File: config.mk
export PLATFORM = sky130hd
export DESIGN_NAME = riscv_lsu_flat
export DESIGN_NICKNAME = d
export VERILOG_FILES = /design/src/rtl/riscv_pkg.sv /design/src/rtl/riscv_lsu_if.sv /design/src/rtl/lsu_lane_align.sv /design/src/rtl/riscv_lsu.sv /design/src/flat_wrapper.sv
export SDC_FILE = /design/constraint.sdc
export NUM_CORES = 1
export LEC_CHECK = 0
export CAP_MARGIN = 10
export CORE_ASPECT_RATIO = 0.6
export CORE_MARGIN = 8
export CORE_UTILIZATION = 29
export DETAILED_ROUTE_END_ITERATION = 7
export GPL_TIMING_DRIVEN = 1
export HOLD_SLACK_MARGIN = 0.05
export PLACE_DENSITY = 0.87
export SYNTH_ARGS = -nofsm -noshare
export SYNTH_HDL_FRONTEND = slang
export SYNTH_SLANG_ARGS = --single-unit
File: constraint.sdc
create_clock -name clk_i -period 5.25 [get_ports clk_i]
set_clock_uncertainty 0.2 [all_clocks]
set_input_delay 1.05 -clock clk_i [delete_from_list [all_inputs] [get_ports clk_i]]
set_output_delay 1.05 -clock clk_i [all_outputs]
set_load 0.02 [all_outputs]
File: src/rtl/riscv_pkg.sv
// Shared definitions for the load/store unit.
// Size codes follow the RISC-V load/store funct3 field.
package riscv_pkg;

    localparam logic [2:0] LDST_B  = 3'd0;
    localparam logic [2:0] LDST_H  = 3'd1;
    localparam logic [2:0] LDST_W  = 3'd2;
    localparam logic [2:0] LDST_BU = 3'd4;
    localparam logic [2:0] LDST_HU = 3'd5;

    typedef enum logic {
        IDLE,
        WAIT
    } lsu_state_t;

endpackage

File: src/rtl/riscv_lsu_if.sv
// Word-aligned data memory bus with byte enables.
// master = load/store unit, slave = memory.
interface riscv_lsu_if;

    logic        mem_req_o;
    logic        mem_we_o;
    logic [3:0]  mem_be_o;
    logic [31:0] mem_addr_o;
    logic [31:0] mem_wd_o;
    logic [31:0] mem_rd_i;
    logic        mem_ready_i;

    modport master (
        output mem_req_o,
        output mem_we_o,
        output mem_be_o,
        output mem_addr_o,
        output mem_wd_o,
        input  mem_rd_i,
        input  mem_ready_i
    );

    modport slave (
        input  mem_req_o,
        input  mem_we_o,
        input  mem_be_o,
        input  mem_addr_o,
        input  mem_wd_o,
        output mem_rd_i,
        output mem_ready_i
    );

endinterface

File: src/rtl/lsu_lane_align.sv
// Byte-lane steering: store enables/replication, load extraction/extension,
// and the size/alignment legality check. Purely combinational.
module lsu_lane_align
    import riscv_pkg::*;
(
    input  logic        we,
    input  logic [2:0]  size,
    input  logic [1:0]  off,
    input  logic [31:0] wd,
    input  logic [31:0] rd,
    output logic [3:0]  be,
    output logic [31:0] wd_rep,
    output logic [31:0] rd_ext,
    output logic        bad
);

    logic [7:0]  byte_sel;
    logic [15:0] half_sel;
    logic [3:0]  be_st;

    assign byte_sel = rd[{off, 3'b000} +: 8];
    assign half_sel = rd[{off[1], 4'b0000} +: 16];

    // Decode size into lane pattern, data shaping and legality
    always_comb begin
        be_st  = 4'b1111;
        wd_rep = wd;
        rd_ext = rd;
        bad    = 1'b0;
        case (size)
            LDST_B: begin
                be_st  = 4'b0001 << off;
                wd_rep = {4{wd[7:0]}};
                rd_ext = {{24{byte_sel[7]}}, byte_sel};
            end
            LDST_BU: begin
                be_st  = 4'b0001 << off;
                wd_rep = {4{wd[7:0]}};
                rd_ext = {24'd0, byte_sel};
            end
            LDST_H: begin
                be_st  = 4'b0011 << {off[1], 1'b0};
                wd_rep = {2{wd[15:0]}};
                rd_ext = {{16{half_sel[15]}}, half_sel};
                bad    = off[0];
            end
            LDST_HU: begin
                be_st  = 4'b0011 << {off[1], 1'b0};
                wd_rep = {2{wd[15:0]}};
                rd_ext = {16'd0, half_sel};
                bad    = off[0];
            end
            LDST_W: begin
                bad    = (off != 2'b00);
            end
            default: begin
                bad    = 1'b1;
            end
        endcase
    end

    assign be = we ? be_st : 4'b1111;

endmodule

File: src/rtl/riscv_lsu.sv
// Load/store unit: request/ready sequencing, core stall and timeout abort.
// Lane steering lives in lsu_lane_align.
module riscv_lsu
    import riscv_pkg::*;
#(
    parameter int TIMEOUT_CYCLES = 16
) (
    input  logic              clk_i,
    input  logic              rst_i,
    input  logic              core_req_i,
    input  logic              core_we_i,
    input  logic [2:0]        core_size_i,
    input  logic [31:0]       core_addr_i,
    input  logic [31:0]       core_wd_i,
    output logic [31:0]       core_rd_o,
    output logic              core_stall_o,
    output logic              core_misalign_o,
    output logic              core_bus_err_o,
    riscv_lsu_if.master       bus
);

    localparam int CW = $clog2(TIMEOUT_CYCLES + 1);
    localparam logic [CW-1:0] CNT_MAX = CW'(TIMEOUT_CYCLES);

    lsu_state_t    state_q;
    lsu_state_t    state_d;
    logic [CW-1:0] cnt_q;
    logic [CW-1:0] cnt_d;

    logic [3:0]    be;
    logic [31:0]   wd_rep;
    logic [31:0]   rd_ext;
    logic          bad;
    logic          req_ok;
    logic          is_wait;
    logic          ready;
    logic          abort;
    logic          done;

    lsu_lane_align u_align (
        .we     (core_we_i),
        .size   (core_size_i),
        .off    (core_addr_i[1:0]),
        .wd     (core_wd_i),
        .rd     (bus.mem_rd_i),
        .be     (be),
        .wd_rep (wd_rep),
        .rd_ext (rd_ext),
        .bad    (bad)
    );

    assign ready   = bus.mem_ready_i;
    assign req_ok  = core_req_i & ~bad;
    assign is_wait = (state_q == WAIT);
    // Ready in the final cycle still wins over the timeout
    assign abort   = is_wait & req_ok & ~ready & (cnt_q == CNT_MAX);
    assign done    = req_ok & ready;

    // State and wait counter register
    always_ff @(posedge clk_i) begin
        if (rst_i) begin
            state_q <= IDLE;
            cnt_q   <= '0;
        end else begin
            state_q <= state_d;
            cnt_q   <= cnt_d;
        end
    end

    // Next state and counter
    always_comb begin
        state_d = state_q;
        cnt_d   = cnt_q;
        unique case (state_q)
            IDLE: begin
                if (req_ok & ~ready) begin
                    state_d = WAIT;
                    cnt_d   = CW'(1);
                end
            end
            WAIT: begin
                if (~req_ok | ready | abort) begin
                    state_d = IDLE;
                    cnt_d   = '0;
                end else begin
                    cnt_d   = cnt_q + CW'(1);
                end
            end
            default: begin
                state_d = IDLE;
                cnt_d   = '0;
            end
        endcase
    end

    assign bus.mem_req_o  = req_ok & ~abort & ~rst_i;
    assign bus.mem_we_o   = core_we_i;
    assign bus.mem_be_o   = be;
    assign bus.mem_addr_o = {core_addr_i[31:2], 2'b00};
    assign bus.mem_wd_o   = wd_rep;

    assign core_stall_o    = req_ok & ~ready & ~abort & ~rst_i;
    assign core_misalign_o = core_req_i & bad & ~is_wait & ~rst_i;
    assign core_bus_err_o  = abort & ~rst_i;
    assign core_rd_o       = (done & ~core_we_i & ~rst_i) ? rd_ext : 32'd0;

endmodule

File: src/flat_wrapper.sv
// flat-port wrapper written by rule: the top's interface ports become plain ports
module riscv_lsu_flat import riscv_pkg::*;
#(
    parameter int TIMEOUT_CYCLES = 16
)
  (clk_i, rst_i, core_req_i, core_we_i, core_size_i, core_addr_i, core_wd_i, core_rd_o, core_stall_o, core_misalign_o, core_bus_err_o, bus_mem_req_o, bus_mem_we_o, bus_mem_be_o, bus_mem_addr_o, bus_mem_wd_o, bus_mem_rd_i, bus_mem_ready_i);
  riscv_lsu_if bus_i ();
  input  logic clk_i;
  input  logic rst_i;
  input  logic core_req_i;
  input  logic core_we_i;
  input  logic [2:0] core_size_i;
  input  logic [31:0] core_addr_i;
  input  logic [31:0] core_wd_i;
  output logic [31:0] core_rd_o;
  output logic core_stall_o;
  output logic core_misalign_o;
  output logic core_bus_err_o;
  output wire logic [$bits(bus_i.mem_req_o)-1:0] bus_mem_req_o;
  output wire logic [$bits(bus_i.mem_we_o)-1:0] bus_mem_we_o;
  output wire logic [$bits(bus_i.mem_be_o)-1:0] bus_mem_be_o;
  output wire logic [$bits(bus_i.mem_addr_o)-1:0] bus_mem_addr_o;
  output wire logic [$bits(bus_i.mem_wd_o)-1:0] bus_mem_wd_o;
  input wire logic [$bits(bus_i.mem_rd_i)-1:0] bus_mem_rd_i;
  input wire logic [$bits(bus_i.mem_ready_i)-1:0] bus_mem_ready_i;
  assign bus_mem_req_o = bus_i.mem_req_o;
  assign bus_mem_we_o = bus_i.mem_we_o;
  assign bus_mem_be_o = bus_i.mem_be_o;
  assign bus_mem_addr_o = bus_i.mem_addr_o;
  assign bus_mem_wd_o = bus_i.mem_wd_o;
  assign bus_i.mem_rd_i = bus_mem_rd_i;
  assign bus_i.mem_ready_i = bus_mem_ready_i;
  riscv_lsu #(.TIMEOUT_CYCLES(TIMEOUT_CYCLES)) u_core (.clk_i(clk_i), .rst_i(rst_i), .core_req_i(core_req_i), .core_we_i(core_we_i), .core_size_i(core_size_i), .core_addr_i(core_addr_i), .core_wd_i(core_wd_i), .core_rd_o(core_rd_o), .core_stall_o(core_stall_o), .core_misalign_o(core_misalign_o), .core_bus_err_o(core_bus_err_o), .bus(bus_i));
endmodule
==> flow_summary.yaml, run 1 <==
outcome:
  status: "finished clean"
cts:
  clock-sinks: 6
  clk_pin_slew_ns: 0.04
  insertion_delay_ns: 0.23
  post_cts_resized: 0
  cts_tree: "done"
  post-cts-setup-buffers: 0
  holdBufCountCts: 0
  cts_buffers: 3
  clock-root-buffer: "clkbuf_8"
  htreeDepth: 1
  cts_buffer_depth: 2
layout:
  final_cells: 438
  postLayoutCoreUtil_pct: 50.6
  layout_common_cells: "clkdlybuf4s50_1, a21oi_1, nor2_1"
  final_area_um2: 3020
  diodes: 0
  finalNetCount: 462
  drive_gt1_share_pct: 11.0
  nFillCells: 584
  layout_commonest_cell: "clkdlybuf4s50_1"
  areaGrowthSynthToFinish_pct: 73.2
drt:
  routedWlPerCell_um: 17.9
  postRouteAntennaNets: 0
  drc: 0
  firstDrtPassIters: 4
  drt_iter0_drc: 93
  vias_per_cell: 5.13
  via_count: 2248
  drt-total-wl_mm: 7.86
critical_path:
  cp_top_family: "buffers and inverters"
  critPathLaunchType: "input port"
  cp_slowest_cell: "clkdlybuf4s50_1"
  worst-path-buf-inv: 2
  crit_type: "input port to output port"
  path_depth: 6
  crit_top_cell: "clkdlybuf4s50_1"
  path_cells: "clkdlybuf4s50_1 -> mux4_2 -> or3b_1 -> a21o_1 -> a21oi_1 -> clkdlybuf4s50_1"
  end_kind: "output port"
  required_ns: 4.00
  crit_path_max_incr_delay_ns: 0.72
  r2r_cells: 6
  cp_max_fo: 17
  crit_arrival_ns: 3.62
floorplan:
  dieWidth_um: 116
  ios: 209
  fp-row-count: 22
  dieArea_um2: 8840
  core-area_um2: 5970
  fp.dieH_um: 76.1
  initial_core_util_pct: 29.2
placement:
  dp_cells: 435
  post-dp-hpwl_mm: 6.40
  gp_congestion: 0.820
  port_buffers: 146
  post-place-ws_ns: 0.358
  place_area_um2: 2980
run:
  max_cap_violations: 0
logic_synthesis:
  synthArstFlopShare_pct: 0
  ys_ff_latch: 6
  postSynthAreaPerCell_um2: 6.90
  synth_edf_count: 0
  synthFlopType: "dfxtp_1"
  syn_inst: 253
  ys_seq_area_share_pct: 6.88
  ys_warn_count: 0
  synth_area_um2: 1750
  synth_cell_type_count: 41
global_routing:
  first_global_vias: 2362
  grt_pass1_wl_mm: 11.9
  grt_overflow: 0
  grt_usage_pct: 16.4
  antenna_found_initial: 0
  grt_max_degree: 28
hold_path:
  hold_class: "flop to flop"
  hold_path_depth: 2
sta:
  rsz0062_at_grt: "false"
  fin_tns_setup_ns: 0
  setup_viol: 0
  tightest_slew_ns: 0.577
  period_share_pct: 92.8
  slew_headroom_pct: 61.3
  slew_viol_final: 0
  fmax_ghz: 0.205
  hold_ws_ns: 0.313
  setup_slack_ns: 0.380
  fin_crit_ns: 4.87
  hold_viol: 0
pwr:
  share_comb_of_total_power_pct: 65.7
  p_clk_share_pct: 20.7
  p_int_mw: 0.219
  switchingPower_mw: 0.127
  total_leakage_power_nw: 1.13
  power_mw: 0.346
  sw_frac_of_total_pct: 36.8
  seqPwrFrac_pct: 13.6
  vdd.ir_drop.worst_uv: 66.9
  p_per_area_nw_per_um2: 114
==> cells in the mapped netlist (all sizes together) (3+ instances only) <==
cell type   n  area share [%]
a21oi      32             9.2
a21o        5             2.2
mux2       23              15
nor3        5             1.4
o21ai      11             3.2
inv         7             1.5
a211oi      3             1.3
buf        49              21
a22oi       7             3.0
a32oi       3             1.5
mux2i       9             5.2
clkbuf      9             1.9
nand2      16             3.4
nor2       27             5.8
o22ai       9             3.2
nand3       3            0.86
dfxtp       6             6.9
==> power by group through the flow <==
stage	clock, mW	sequential [mW]	combinational (mW)
final	0.0717	0.0471	0.227
after floorplan	0	0.0477	0.142
after CTS	0.0728	0.0471	0.228
after global routing	0.0763	0.0472	0.242
after detailed placement	0	0.0478	0.226
after global placement	0	0.0478	0.223
==> cell type report <==
class,count,area (µm²),share of cell area [%]
Timing Repair Buffer,155,1520,50.4
Sequential cell,6,120,3.97
Tap cell,84,105,3.48
Clock buffer,3,41.3,1.37
Multi-Input combinational cell,183,1210,39.9
Inverter,7,26.3,0.869
==> worst min-delay path: stages, from the launching register on <==
cell	delay, ns
dfxtp_1	0.32
nand2b_1	0.08
a211oi_1	0.06
==> logic make-up after synthesis <==
logic type / synth area share, %
adders and majority gates: 1.43
other: 0.215
buffers and inverters: 24.2
muxes: 21.3
and+or+nand+nor: 17.9
DFF: 6.88
AOI/OAI and AO/OA: 27.5
xor gates and xnor gates: 0.502
==> registers in the layout, indices dropped and copies added (netlist names) <==
name and count:
u_core.cnt_q 5, u_core.is_wait 1
==> final timing paths <==
check / end / slack [ns] / start
worst max-delay path: core_rd_o[15] / 0.38 / core_addr_i[0]
worst min-delay path: u_core.cnt_q[0] / 0.31 / u_core.cnt_q[0]
worst max register to register: u_core.cnt_q[4] / 3.40 / u_core.cnt_q[0]
worst min register to register: u_core.cnt_q[0] / 0.31 / u_core.cnt_q[0]
==> layer usage <==
layer / wire, µm / vias up / global-route usage (%)
li1: - / 1081 / -
met1: 3210 / 1011 / 18.0
met2: 3420 / 144 / 26.4
met3: 1120 / 12 / 9.49
met4: 107 / 0 / 3.86
met5: 0 / - / 0
No activity file was read; power rests on OpenSTA's default activity.
==> inputs of run 2 (changes only) <==
- GPL_ROUTABILITY_DRIVEN: not set -> 0
- RECOVER_POWER: not set -> 100
==> flow_summary.yaml, run 2 (same netlist as run 1, synthesis figures left out) <==
drt:
  routedWlPerCell_um: 17.9
  drt-total-wl_mm: 7.86
  firstDrtPassIters: 4
  vias_per_cell: 5.15
  drc: 0
  postRouteAntennaNets: 0
  via_count: 2256
  drt_iter0_drc: 86
critical_path:
  critPathLaunchType: "input port"
  crit_top_cell: "dlygate4sd3_1"
  r2r_setup_slack_ns: 3.41
  required_ns: 4.00
  r2r_cells: 6
  crit_type: "input port to output port"
  crit_start: "core_addr_i[0]"
  rr_startpoint: "u_core.cnt_q[0]"
  cp_slowest_cell: "dlygate4sd3_1"
  crit_arrival_ns: 3.73
  end_kind: "output port"
  path_cells: "dlygate4sd3_1 -> mux4_2 -> or3b_1 -> a21o_1 -> nor2_1 -> dlygate4sd3_1"
  crit_path_max_incr_delay_ns: 0.80
  cp_max_fo: 17
  r2r-end: "u_core.cnt_q[4]"
floorplan:
  dieArea_um2: 8840
  ios: 209
  fp-row-count: 22
  initial_core_util_pct: 29.2
  dieWidth_um: 116
  core-area_um2: 5970
  fp.dieH_um: 76.1
pwr:
  p_per_area_nw_per_um2: 111
  vdd.ir_drop.worst_uv: 66.6
  total_leakage_power_nw: 1.25
cts:
  cts_buffers: 3
  holdBufCountCts: 0
  cts_buffer_depth: 2
  insertion_delay_ns: 0.23
  htreeDepth: 1
  clock-sinks: 6
  clock-root-buffer: "clkbuf_8"
  post_cts_resized: 0
  clk_pin_slew_ns: 0.04
  cts_tree: "done"
  post-cts-setup-buffers: 0
sta:
  fin_crit_ns: 4.98
  fmax_ghz: 0.201
  fin_tns_setup_ns: 0
  slew_viol_final: 0
  hold_viol: 0
  slew_headroom_pct: 35.3
  period_share_pct: 94.9
  setup_slack_ns: 0.269
  setup_viol: 0
  rsz0062_at_grt: "false"
  tightest_slew_ns: 0.971
hold_path:
  hold_class: "flop to flop"
  hold_path_depth: 2
  hold_path_startpoint: "u_core.cnt_q[0]"
  hold_path_end: "u_core.cnt_q[0]"
layout:
  layout_common_cells: "clkdlybuf4s50_1, dlygate4sd3_1, a21oi_1"
  top_register: "u_core.cnt_q"
  layout_commonest_cell: "clkdlybuf4s50_1"
  final_cells: 438
  final_area_um2: 3020
  drive_gt1_share_pct: 10.7
  areaGrowthSynthToFinish_pct: 73.0
  diodes: 0
  postLayoutCoreUtil_pct: 50.5
  finalNetCount: 462
  largest_register_ffs: 5
placement:
  port_buffers: 146
  post-place-ws_ns: 0.358
  dp_cells: 435
  post-dp-hpwl_mm: 6.40
  place_area_um2: 2980
global_routing:
  grt_overflow: 0
  antenna_found_initial: 0
  first_global_vias: 2362
  grt_max_degree: 28
  grt_pass1_wl_mm: 11.9
  grt_usage_pct: 16.4
run:
  max_cap_violations: 0
outcome:
  status: "finished clean"
[run 2: changes by cell type in the layout (fill, tap and decap cells not counted), sizes merged]
cell	previous run	this run
buf	10	9
dlygate4sd3	0	71
clkbuf	3	4
clkdlybuf4s50	145	74
[run 2: worst max-delay path by stage]
stage	to	cells past startpoint
floorplan	core_rd_o[21]	7
global placement	core_rd_o[15]	6
detailed placement	core_rd_o[15]	6
CTS	core_rd_o[15]	6
global route	core_rd_o[23]	6
finish	core_rd_o[22]	6
[run 2: power breakdown]
group	total [mW]	internal, mW	leakage [nW]	switching, mW
combinational	0.218	0.114	1.18	0.103
sequential	0.0471	0.0465	0.0485	0.000671
clock	0.0716	0.0494	0.0216	0.0222
total	0.337	0.210	1.25	0.126
[run 2: metrics by stage]
stage / hold slack, ns / power (mW)
floorplan: 0.278 / 0.189
global placement: 0.296 / 0.271
detailed placement: 0.305 / 0.274
CTS: 0.313 / 0.348
global route: 0.340 / 0.357
finish: 0.313 / 0.337
[run 2: cell type report]
cell class / count / area (µm²)
multi-input cells: 183 / 1210
clock buffers: 3 / 41.3
repair buffers: 155 / 1520
fillers: 584 / 2950
inverters: 7 / 26.3
flip-flops and latches: 6 / 120
well taps: 84 / 105
[run 2: per-layer routing]
layer	global-route usage, %	share of wire, %	vias to the layer above
li1	-	-	1082
met1	18.0	41	1009
met2	26.4	43	151
met3	9.49	14	14
met4	3.86	1.5	0
met5	0	0	-
[run 2: critical path: cells and delay by family]
kind	cells	cell delay [ns]
buf+inv	2	1.50
compound gates	1	0.38
simple gates	2	0.51
mux	1	0.28
